## src/rtl/mc_pkg.sv

```systemverilog
// Shared types and constants for the multicycle RV32I controller: state encoding,
// opcode values, the ALUOp selector and the ALUControl operation codes.
package mc_pkg;

  typedef enum logic [3:0] {
    S_FETCH    = 4'd0,
    S_DECODE   = 4'd1,
    S_MEMADR   = 4'd2,
    S_MEMREAD  = 4'd3,
    S_MEMWB    = 4'd4,
    S_MEMWR    = 4'd5,
    S_EXECUTER = 4'd6,
    S_EXECUTEI = 4'd7,
    S_JAL      = 4'd8,
    S_ALUWB    = 4'd9,
    S_BEQ      = 4'd10
  } state_t;

  localparam logic [6:0] OP_LW    = 7'b0000011;
  localparam logic [6:0] OP_SW    = 7'b0100011;
  localparam logic [6:0] OP_RTYPE = 7'b0110011;
  localparam logic [6:0] OP_ITYPE = 7'b0010011;
  localparam logic [6:0] OP_JAL   = 7'b1101111;
  localparam logic [6:0] OP_BEQ   = 7'b1100011;

  typedef enum logic [1:0] {
    ALUOP_ADD  = 2'b00,
    ALUOP_SUB  = 2'b01,
    ALUOP_FUNC = 2'b10
  } aluop_t;

  localparam logic [2:0] ALU_ADD = 3'b000;
  localparam logic [2:0] ALU_SUB = 3'b001;
  localparam logic [2:0] ALU_AND = 3'b010;
  localparam logic [2:0] ALU_OR  = 3'b011;
  localparam logic [2:0] ALU_SLT = 3'b101;

  localparam logic [2:0] F3_BNE  = 3'b001;

endpackage

```

## src/rtl/mc_aludec.sv

```systemverilog
// ALUControl decode from ALUOp plus funct3/funct7b5; purely combinational, zero latency,
// no flow control.
module mc_aludec
  import mc_pkg::*;
(
  input  aluop_t     aluop,
  input  logic [2:0] funct3,
  input  logic       op5,
  input  logic       funct7b5,
  output logic [2:0] alucontrol
);

  always_comb begin
    alucontrol = ALU_ADD;
    case (aluop)
      ALUOP_ADD: alucontrol = ALU_ADD;
      ALUOP_SUB: alucontrol = ALU_SUB;
      ALUOP_FUNC: begin
        case (funct3)
          // funct7b5 only selects sub for register-register ops; addi ignores it
          3'b000:  alucontrol = (op5 & funct7b5) ? ALU_SUB : ALU_ADD;
          3'b010:  alucontrol = ALU_SLT;
          3'b110:  alucontrol = ALU_OR;
          3'b111:  alucontrol = ALU_AND;
          default: alucontrol = ALU_ADD;
        endcase
      end
      default: alucontrol = ALU_ADD;
    endcase
  end

endmodule

```

## src/rtl/mc_controller.sv

```systemverilog
// Multicycle RV32I Moore control FSM: 2-5 cycles per instruction, no backpressure.
// Define MC_BNE_EN to let the BEQ state also resolve bne (taken on ~Zero when funct3=001).
module mc_controller
  import mc_pkg::*;
#(
  parameter int STATE_W = 4
) (
  input  logic               clk,
  input  logic               reset,
  input  logic [6:0]         op,
  input  logic [2:0]         funct3,
  input  logic               funct7b5,
  input  logic               Zero,
  output logic               PCWrite,
  output logic               AdrSrc,
  output logic               MemWrite,
  output logic               IRWrite,
  output logic               RegWrite,
  output logic [1:0]         ResultSrc,
  output logic [1:0]         ALUSrcA,
  output logic [1:0]         ALUSrcB,
  output logic [1:0]         ImmSrc,
  output logic [2:0]         ALUControl,
  output logic [STATE_W-1:0] dbg_state
);

  state_t state, state_nxt;
  aluop_t aluop;
  logic   pcupdate, branch, taken;
  logic   irwrite_raw, regwrite_raw, memwrite_raw;

  always_ff @(posedge clk or posedge reset) begin
    if (reset) state <= S_FETCH;
    else       state <= state_nxt;
  end

  always_comb begin
    state_nxt    = S_FETCH;
    pcupdate     = 1'b0;
    branch       = 1'b0;
    irwrite_raw  = 1'b0;
    regwrite_raw = 1'b0;
    memwrite_raw = 1'b0;
    AdrSrc       = 1'b0;
    ResultSrc    = 2'b00;
    ALUSrcA      = 2'b00;
    ALUSrcB      = 2'b00;
    aluop        = ALUOP_ADD;
    case (state)
      S_FETCH: begin
        irwrite_raw = 1'b1;
        ALUSrcB     = 2'b10;
        ResultSrc   = 2'b10;
        pcupdate    = 1'b1;
        state_nxt   = S_DECODE;
      end
      S_DECODE: begin
        ALUSrcA = 2'b01;
        ALUSrcB = 2'b01;
        case (op)
          OP_LW, OP_SW: state_nxt = S_MEMADR;
          OP_RTYPE:     state_nxt = S_EXECUTER;
          OP_ITYPE:     state_nxt = S_EXECUTEI;
          OP_JAL:       state_nxt = S_JAL;
          OP_BEQ:       state_nxt = S_BEQ;
          default:      state_nxt = S_FETCH;
        endcase
      end
      S_MEMADR: begin
        ALUSrcA   = 2'b10;
        ALUSrcB   = 2'b01;
        state_nxt = (op == OP_LW) ? S_MEMREAD : S_MEMWR;
      end
      S_MEMREAD: begin
        AdrSrc    = 1'b1;
        state_nxt = S_MEMWB;
      end
      S_MEMWB: begin
        ResultSrc    = 2'b01;
        regwrite_raw = 1'b1;
      end
      S_MEMWR: begin
        AdrSrc       = 1'b1;
        memwrite_raw = 1'b1;
      end
      S_EXECUTER: begin
        ALUSrcA   = 2'b10;
        aluop     = ALUOP_FUNC;
        state_nxt = S_ALUWB;
      end
      S_EXECUTEI: begin
        ALUSrcA   = 2'b10;
        ALUSrcB   = 2'b01;
        aluop     = ALUOP_FUNC;
        state_nxt = S_ALUWB;
      end
      S_JAL: begin
        ALUSrcA   = 2'b01;
        ALUSrcB   = 2'b10;
        pcupdate  = 1'b1;
        state_nxt = S_ALUWB;
      end
      S_ALUWB: begin
        regwrite_raw = 1'b1;
      end
      S_BEQ: begin
        ALUSrcA = 2'b10;
        aluop   = ALUOP_SUB;
        branch  = 1'b1;
      end
      default: state_nxt = S_FETCH;
    endcase
  end

`ifdef MC_BNE_EN
  assign taken = (funct3 == F3_BNE) ? ~Zero : Zero;
`else
  assign taken = Zero;
`endif

  // reset sits the FSM in Fetch but must not let that state's writes escape
  assign PCWrite  = ~reset & (pcupdate | (branch & taken));
  assign IRWrite  = ~reset & irwrite_raw;
  assign RegWrite = ~reset & regwrite_raw;
  assign MemWrite = ~reset & memwrite_raw;

  always_comb begin
    case (op)
      OP_LW, OP_ITYPE: ImmSrc = 2'b00;
      OP_SW:           ImmSrc = 2'b01;
      OP_BEQ:          ImmSrc = 2'b10;
      OP_JAL:          ImmSrc = 2'b11;
      default:         ImmSrc = 2'b00;
    endcase
  end

  mc_aludec u_aludec (
    .aluop      (aluop),
    .funct3     (funct3),
    .op5        (op[5]),
    .funct7b5   (funct7b5),
    .alucontrol (ALUControl)
  );

  assign dbg_state = STATE_W'(state);

endmodule

```

## config.mk

```make
export PLATFORM = sky130hd
export DESIGN_NAME = mc_controller
export DESIGN_NICKNAME = d
export VERILOG_FILES = /design/src/rtl/mc_pkg.sv /design/src/rtl/mc_aludec.sv /design/src/rtl/mc_controller.sv
export SDC_FILE = /design/constraint.sdc
export NUM_CORES = 1
export LEC_CHECK = 0
export CORE_UTILIZATION = 35
export DETAILED_ROUTE_END_ITERATION = 6
export PLACE_DENSITY = 0.86
export SYNTH_ARGS = -nofsm -noshare
export SYNTH_HDL_FRONTEND = slang
export SYNTH_SLANG_ARGS = --single-unit
```

## constraint.sdc

```tcl
create_clock -name clk -period 4.1 [get_ports clk]
set_input_delay 1.23 -clock clk [delete_from_list [all_inputs] [get_ports clk]]
set_output_delay 1.23 -clock clk [all_outputs]
set_load 0.03 [all_outputs]
```

==> PnR_summary.wiki, run 1 <==
{| class="wikitable"
! Metric !! Value
|-
| Run status || completed
|-
| Cell count of the worst reg-to-reg path || 2
|-
| Worst setup EP type || output pin
|-
| Share of synthesized area occupied by flip-flops and latches || about 18%
|-
| Remaining antenna violation count after routing || 0
|-
| Final Hold Violating Endpoints || 0
|-
| Slew margin rel. || between 60% and 70%
|-
| Fin worst setup slack || 0.0747 ns
|-
| Max Cap Violations || 0
|-
| RD Place Congestion || 0.774
|-
| Syn. warnings || 0
|-
| Cell Chain, Critical Path || clkdlybuf4s50_1 > and4b_1 > and3_4 > clkdlybuf4s50_1
|-
| Dpl hpwl || roughly 1.2 mm
|-
| Buffers on Ports || 33
|-
| Pre-CTS setup slack || about 0.066 ns
|-
| Data required time of the critical path || between 2 and 3 ns
|-
| Pre-antenna DRT Iters || 4
|-
| Fraction of the cycle the final worst path needs || 98.2%
|-
| Min Tclk post-route || just over 4 ns
|-
| Pwr Total || ~0.34 mW
|-
| CP max stage cell || clkdlybuf4s50_1
|-
| Final setup violation count || 0
|-
| Hold depth || 2
|-
| Latest clock arrival within the worst-skew pair || 0.23 ns
|-
| Post-synthesis average cell area || around 7.5 um2
|-
| Total congestion overflow || 0
|-
| Max Buffers Root-to-Sink || 2
|-
| Pin count of the biggest net entering global routing || 20
|-
| Die X || ~42 um
|-
| Number of cell rows || 14
|-
| FMAX || 248 MHz
|-
| Violation count after the first detailed-route iteration || 10
|-
| Clock Skew || 0.00288 ns
|-
| Mapped cell area || 564 um2
|-
| Initial antenna violation count || 0
|-
| Post-layout net count || approximately 130
|-
| Final Routed Wirelength || 1.50 mm
|-
| Critical Path Most Common Cell || clkdlybuf4s50_1
|-
| Number of global-route vias before repair || 585
|-
| Effective utilization at floorplan || about 37%
|-
| Unrepaired setup endpoints after global routing || no
|-
| Height of the chip || approximately 42 um
|-
| Number of synthesized register bits || 4
|-
| Count of mapped cells out of synthesis || 75
|-
| TritonCTS clock tree || done
|-
| Area of the placeable core || 1510 um2
|-
| Clock-pin slew of the registers on the worst-case setup and hold paths || approximately 0.040 ns
|-
| Classification of the worst-slack hold path || register to register
|-
| Placed Area || ~900 um2
|-
| Top-level port count || 34
|-
| Post-detailed-route via-to-cell ratio || around 5.4
|-
| Register-to-register setup slack || between 2 and 3 ns
|-
| Remaining design rule violation count || 0
|-
| Data arrival, critical path || ~2.8 ns
|-
| Inserted Clock Buffers || 3
|-
| GRT Util Overall || between 10% and 20%
|-
| Maximum cell stage delay along the critical path || 0.66 ns
|-
| Area added between synthesis and finish || 63.6%
|-
| Distinct cell type count of the synthesized netlist || 33
|-
| Static leakage || ~0.37 nW
|-
| Worst Path Max Fanout || 4
|-
| Setup TNS Final || 0 ns
|-
| Wire length of the first global-routing pass || 2.55 mm
|-
| Layout cells sized above 1 || between 10 and 15%
|-
| Largest voltage drop on the vdd net || 0.191 mV
|-
| Worst-Margin Slew || between 0.5 and 0.6 ns
|-
| Final design instance area without fill || 923 um2
|-
| Cell Pwr Density || roughly 370 nW/um2
|-
| Number of filler cells placed in the layout || 148
|-
| Die footprint || between 1500 and 2000 um2
|-
| Final Slew Violations || 0
|-
| Max FFs per register || 4
|-
| Type of origin of the critical path || input port
|-
| Number of post-CTS setup repair buffers || 0
|-
| Average routed wire per standard cell || approximately 12 um
|-
| Net count after synthesis || around 90
|-
| Root cell of the clock tree || clkbuf_4
|-
| Share of the core filled with cells in the final layout || between 60% and 70%
|-
| Sinks on Clock Net || 4
|-
| Worst Path Class, Setup || input port to output pin
|-
| Final antenna diode count || 0
|-
| # H-tree levels || 1
|-
| Total via count in the routed design || 671
|}
-- cells in the mapped netlist --
library cell  count  area share, %
a21bo_1           1            1.8
a21boi_0          1            1.3
a21o_1            1            1.3
a21oi_1           6            5.3
a311o_1           1            1.8
a31oi_1           1            1.1
and3_1            1            1.1
and3_4            1            2.0
and3b_1           1            1.6
and4b_1           1            1.8
and4bb_2          2            4.4
buf_2             2            1.8
buf_4             2            2.7
buf_6             1            2.0
dfrtp_1           4             18
ha_1              2            4.4
inv_1             6            4.0
mux2i_1           1            1.8
nand2_1           3            2.0
nand2b_1          3            3.3
nand3_1           2            1.8
nand3b_1          1            1.3
nand4_1           1            1.1
nor2_1            3            2.0
nor2b_1           4            4.4
nor3_1            8            7.1
nor3b_2           1            2.2
nor4_1            3            3.3
nor4b_1           1            1.6
o21ai_0           4            3.5
or2_1             1            1.1
or3_1             1            1.1
xnor2_1           4            6.2
-- cell usage in the layout (no fill, tap or decap), drive strengths merged, types with 3 or more instances in the layout --
cell type and instances:
clkdlybuf4s50 31, nor3 8, inv 6, a21oi 6, o21ai 4, nor2b 4, xnor2 4, dfrtp 4
buf 4, nand2b 3, nor2 3, nor4 3, nand2 3, clkbuf 3
-- report_power, final --
part	internal (mW)	leakage [nW]	switching, mW	total (mW)
Clock	0.0327	0.0138	0.0153	0.0480
Combinational	0.104	0.303	0.134	0.238
Sequential	0.0453	0.0544	0.00718	0.0525
Total	0.182	0.371	0.157	0.339
-- cells by family (layout without fill, tap and decap cells) --
group | Yosys count | after routing | share of synthesized area (%)
buf+inv | 11 | 45 | 10.4
simple gates | 38 | 38 | 43.2
xor+xnor | 4 | 4 | 6.21
mux | 1 | 1 | 1.77
flops | 4 | 4 | 17.7
compound gates | 15 | 15 | 16.2
fa+ha+maj | 2 | 2 | 4.43
-- final timing paths --
path                                    from      endpoint
worst min-delay path            dbg_state[0]  dbg_state[0]
min in group asynchronous              reset  dbg_state[3]
worst max register to register  dbg_state[1]  dbg_state[3]
worst min register to register  dbg_state[0]  dbg_state[0]
max in group asynchronous              reset  dbg_state[2]
worst max-delay path                   op[4]     ImmSrc[1]
-- cell type report --
cell class | instances | area (um2) | area share, %
tap | 16 | 20.0 | 2.17
inverter | 6 | 22.5 | 2.44
sequential | 4 | 100 | 10.8
multi-input combinational | 60 | 405 | 43.9
clock buffer | 3 | 22.5 | 2.44
timing repair buffer | 36 | 353 | 38.2
-- metrics by stage --
stage | instances | hold WS (ns)
floorplan | 75 | 0.792
global placement | 122 | 0.675
detailed placement | 122 | 0.676
CTS | 125 | 0.683
global route | 125 | 0.730
finish | 125 | 0.693
-- timing repair --
| action | CTS | global route |
|---|---|---|
| hold buffers | 0 | 0 |
| setup endpoints to repair | 0 | 1 |
| resized for setup | 0 | 1 |
-- metal layers --
layer / track usage [%] / wire (um) / vias to the layer above
met1: 24.1 / 726 / 308
li1: - / - / 341
met4: 3.75 / 14 / 0
met2: 30.3 / 691 / 20
met5: 0 / 0 / -
met3: 2.59 / 64 / 2
-- critical path, delay by kind of cell --
| kind | cells | cell delay (ns) |
|---|---|---|
| buffers and inverters | 2 | 1.11 |
| and+or+nand+nor | 2 | 0.45 |
No activity file was read; power rests on OpenSTA's default activity.
==> inputs of run 2 (changes only) <==
Settings changed: ABC_AREA set to 1, CORE_UTILIZATION 35 to 37, PLACE_DENSITY 0.86 to 0.92.
==> run 2 against run 1 <==
  * Global-route usage rose by 2.7 points
  * Sequential power rose by 5.1%
  * Synthesized cell count rose by 27%
  * Final cell count rose by 18%
  * Highest routed layer is now met3
  * Combinational power rose by 3%
  * Count of clock-buffer cells in the layout did not move
  * Sequential cell count did not move
  * Non-clock buffer count fell by 2
  * Critical path depth fell by 1
  * Clock power fell by 2%
  * Largest power group unchanged
  * Die area fell by 13%
==> PnR_summary.wiki, run 2 <==
{| class="wikitable"
! Metric !! Value
|-
| Type of origin of the critical path || input port
|-
| Pre-antenna DRT Iters || 4
|-
| Final setup violation count || 0
|-
| Fraction of the cycle the final worst path needs || between 90% and 100%
|-
| Mapped cell area || 517 um2
|-
| Final Routed Wirelength || ~1.4 mm
|-
| Total via count in the routed design || 700
|-
| Slew margin rel. || ~77%
|-
| Hold Startpoint || dbg_state[0]
|-
| Worst-Margin Slew || 0.338 ns
|-
| End point of the most critical hold path || dbg_state[2]
|-
| Sinks on Clock Net || 4
|-
| Data arrival, critical path || ~2.6 ns
|-
| Dpl hpwl || 1.19 mm
|-
| Final Hold Violating Endpoints || 0
|-
| Run status || completed
|-
| Critical Path Most Common Cell || clkdlybuf4s50_1
|-
| Min Tclk post-route || between 3 and 4 ns
|-
| Critical register-to-register path endpoint || dbg_state[1]
|-
| Post-detailed-route via-to-cell ratio || approximately 4.8
|-
| Count of buffering cells on the critical path with inverters included || 2
|-
| Remaining antenna violation count after routing || 0
|-
| CP max stage cell || clkdlybuf4s50_1
|-
| Max FFs per register || 4
|-
| Cell Pwr Density || between 300 and 400 nW/um2
|-
| Max Buffers Root-to-Sink || 2
|-
| Max Cap Violations || 0
|-
| Die footprint || around 1600 um2
|-
| Classification of the worst-slack hold path || register to register
|-
| Setup TNS Final || 0 ns
|-
| Net count after synthesis || around 110
|-
| Distinct cell type count of the synthesized netlist || 16
|-
| Unrepaired setup endpoints after global routing || no
|-
| Top cells by count, synth || nand2_1 (27), inv_1 (21), nor2_1 (12), nand3_1 (9)
|-
| Number of cell rows || 13
|-
| Layout cells sized above 1 || between 10% and 20%
|-
| Data required time of the critical path || about 2.9 ns
|-
| Share of the core filled with cells in the final layout || 69.6%
|-
| Worst Path Max Fanout || 5
|-
| Syn. warnings || 0
|-
| Average routed wire per standard cell || ~9.2 um
|-
| Post-synth EDFFs || 0
|-
| Worst setup EP type || output pin
|-
| Clock-pin slew of the registers on the worst-case setup and hold paths || roughly 0.04 ns
|-
| Cell count of the worst reg-to-reg path || 7
|-
| Final Slew Violations || 0
|-
| Area fraction of the dominant cell type after synthesis || around a fifth
|-
| Commonest non-fill, non-tap cells in the layout || clkdlybuf4s50_1 (29), nand2_1 (27), inv_1 (21)
|-
| Final antenna diode count || 0
|-
| Inserted Clock Buffers || 3
|-
| Async S/R FF share, synth || between 90% and 100%
|-
| Top flip-flop cell by instance count after synthesis || dfrtp_1
|-
| Commonest non-fill, non-tap cell in the layout || clkdlybuf4s50_1
|-
| TritonCTS clock tree || done
|-
| Post-layout net count || 150
|-
| Violation count after the first detailed-route iteration || 11
|-
| Initial antenna violation count || 0
|-
| Wire length of the first global-routing pass || ~2.2 mm
|-
| Static leakage || 0.516 nW
|-
| Area of the placeable core || about 1300 um2
|-
| Maximum cell stage delay along the critical path || between 0.6 and 0.7 ns
|-
| Number of synthesized register bits || 4
|-
| Post-synthesis cell type with the largest combined area || nand2_1
|-
| Cell family with the largest share of critical-path delay || buffers and inverters
|-
| Worst Path Class, Setup || input port to output pin
|-
| Cell Chain, Critical Path || clkdlybuf4s50_1 > a21oi_1 > clkdlybuf4s50_1
|-
| Number of global-route vias before repair || around 600
|-
| RD Place Congestion || approximately 0.82
|-
| Launch instance of the worst register-to-register path || dbg_state[2]
|-
| Largest voltage drop on the vdd net || about 0.21 mV
|-
| Share of synthesized area occupied by flip-flops and latches || around 19%
|-
| # H-tree levels || 1
|-
| Area added between synthesis and finish || 75.3%
|-
| FMAX || approximately 260 MHz
|-
| Remaining design rule violation count || 0
|-
| Total congestion overflow || 0
|-
| Die X || slightly below 40 um
|-
| Top cells by area, synth || nand2_1 (20%), dfrtp_1 (19%), inv_1 (15%)
|-
| Top-level port count || 34
|-
| Height of the chip || just under 40 um
|-
| GRT Util Overall || roughly a fifth
|-
| Clock Skew || about 0.0034 ns
|-
| Root cell of the clock tree || clkbuf_4
|-
| Most frequent cell after synthesis || nand2_1
|-
| Latest clock arrival within the worst-skew pair || approximately 0.23 ns
|-
| Count of mapped cells out of synthesis || 95
|-
| Effective utilization at floorplan || approximately 40%
|-
| Buffers on Ports || 33
|-
| Pin count of the biggest net entering global routing || 6
|-
| Hold depth || 2
|-
| Post-synthesis average cell area || about 5.4 um2
|-
| Number of post-CTS setup repair buffers || 0
|-
| Register-to-register setup slack || 3.02 ns
|}
[run 2: cell count changes after synthesis, moves of 4 or more]
cell	before	now
nor2_2	0	4
a21oi_1	6	1
xnor2_1	4	0
nand2_1	3	27
inv_1	6	21
nor2_1	3	12
nor2b_1	4	0
nand3_1	2	9
nor3_1	8	2
[run 2: cell type report]
type / instances / area [um2]
fillers: 109 / 395
flip-flops and latches: 4 / 100
repair buffers: 34 / 348
inverters: 24 / 90.1
multi-input cells: 67 / 327
well taps: 15 / 18.8
clock buffers: 3 / 22.5
[run 2: kinds of logic (layout without fill, tap and decap cells)]
family	count (synthesis)	after routing	share of synthesized area (%)
AND/OR/NAND/NOR	59	59	50.8
buffers and inverters	24	61	17.4
AO/OA/AOI/OAI	6	6	7.50
flip-flops	4	4	19.4
adder cells (fa/ha/maj)	2	2	4.84
[run 2: where the power goes]
group          leakage [nW]  switching (mW)  internal, mW
combinational         0.448           0.148        0.0987
sequential           0.0536         0.00911        0.0461
clock                0.0138          0.0143        0.0326
total                 0.516           0.171         0.177
[run 2: what timing repair did]
item                       in CTS  in global routing
hold buffers                    0                  0
setup endpoints to repair       0                  4
gates resized for setup         0                  4
[run 2: worst reg2reg max path, delay by kind of cell (launching register included)]
kind / cells / cell delay (ns)
and+or+nand+nor: 5 / 0.42
DFF: 1 / 0.41
buffers and inverters: 2 / 0.20
[run 2: routing by layer]
metal  global-route usage, %  wire, um  vias up
met1                    20.2       509      309
li1                        -         -      363
met2                    43.3       742       28
met5                       0         0        -
met4                    2.59         0        0
met3                    3.98        98        0
[run 2: worst max-delay path by stage]
| stage | endpoint | cells past startpoint | startpoint |
|---|---|---|---|
| final | RegWrite | 3 | reset |
| after global routing | ALUControl[1] | 4 | funct3[2] |
| after CTS | ImmSrc[1] | 7 | op[4] |
| after detailed placement | ImmSrc[1] | 7 | op[4] |
| after global placement | ALUControl[0] | 5 | funct3[0] |
| after floorplan | ALUControl[2] | 3 | funct3[0] |
[run 2: through the flow]
| stage | cells | power (mW) | setup WS, ns | hold WS [ns] | cell area [um2] |
|---|---|---|---|---|---|
| final | 147 | 0.349 | 0.314 | 0.709 | 906 |
| after global routing | 147 | 0.372 | 0.238 | 0.745 | 906 |
| after CTS | 147 | 0.350 | 0.0121 | 0.696 | 896 |
| after detailed placement | 144 | 0.302 | 0.0170 | 0.675 | 873 |
| after global placement | 144 | 0.301 | 0.114 | 0.672 | 873 |
| after floorplan | 95 | 0.205 | 0.941 | 0.778 | 517 |
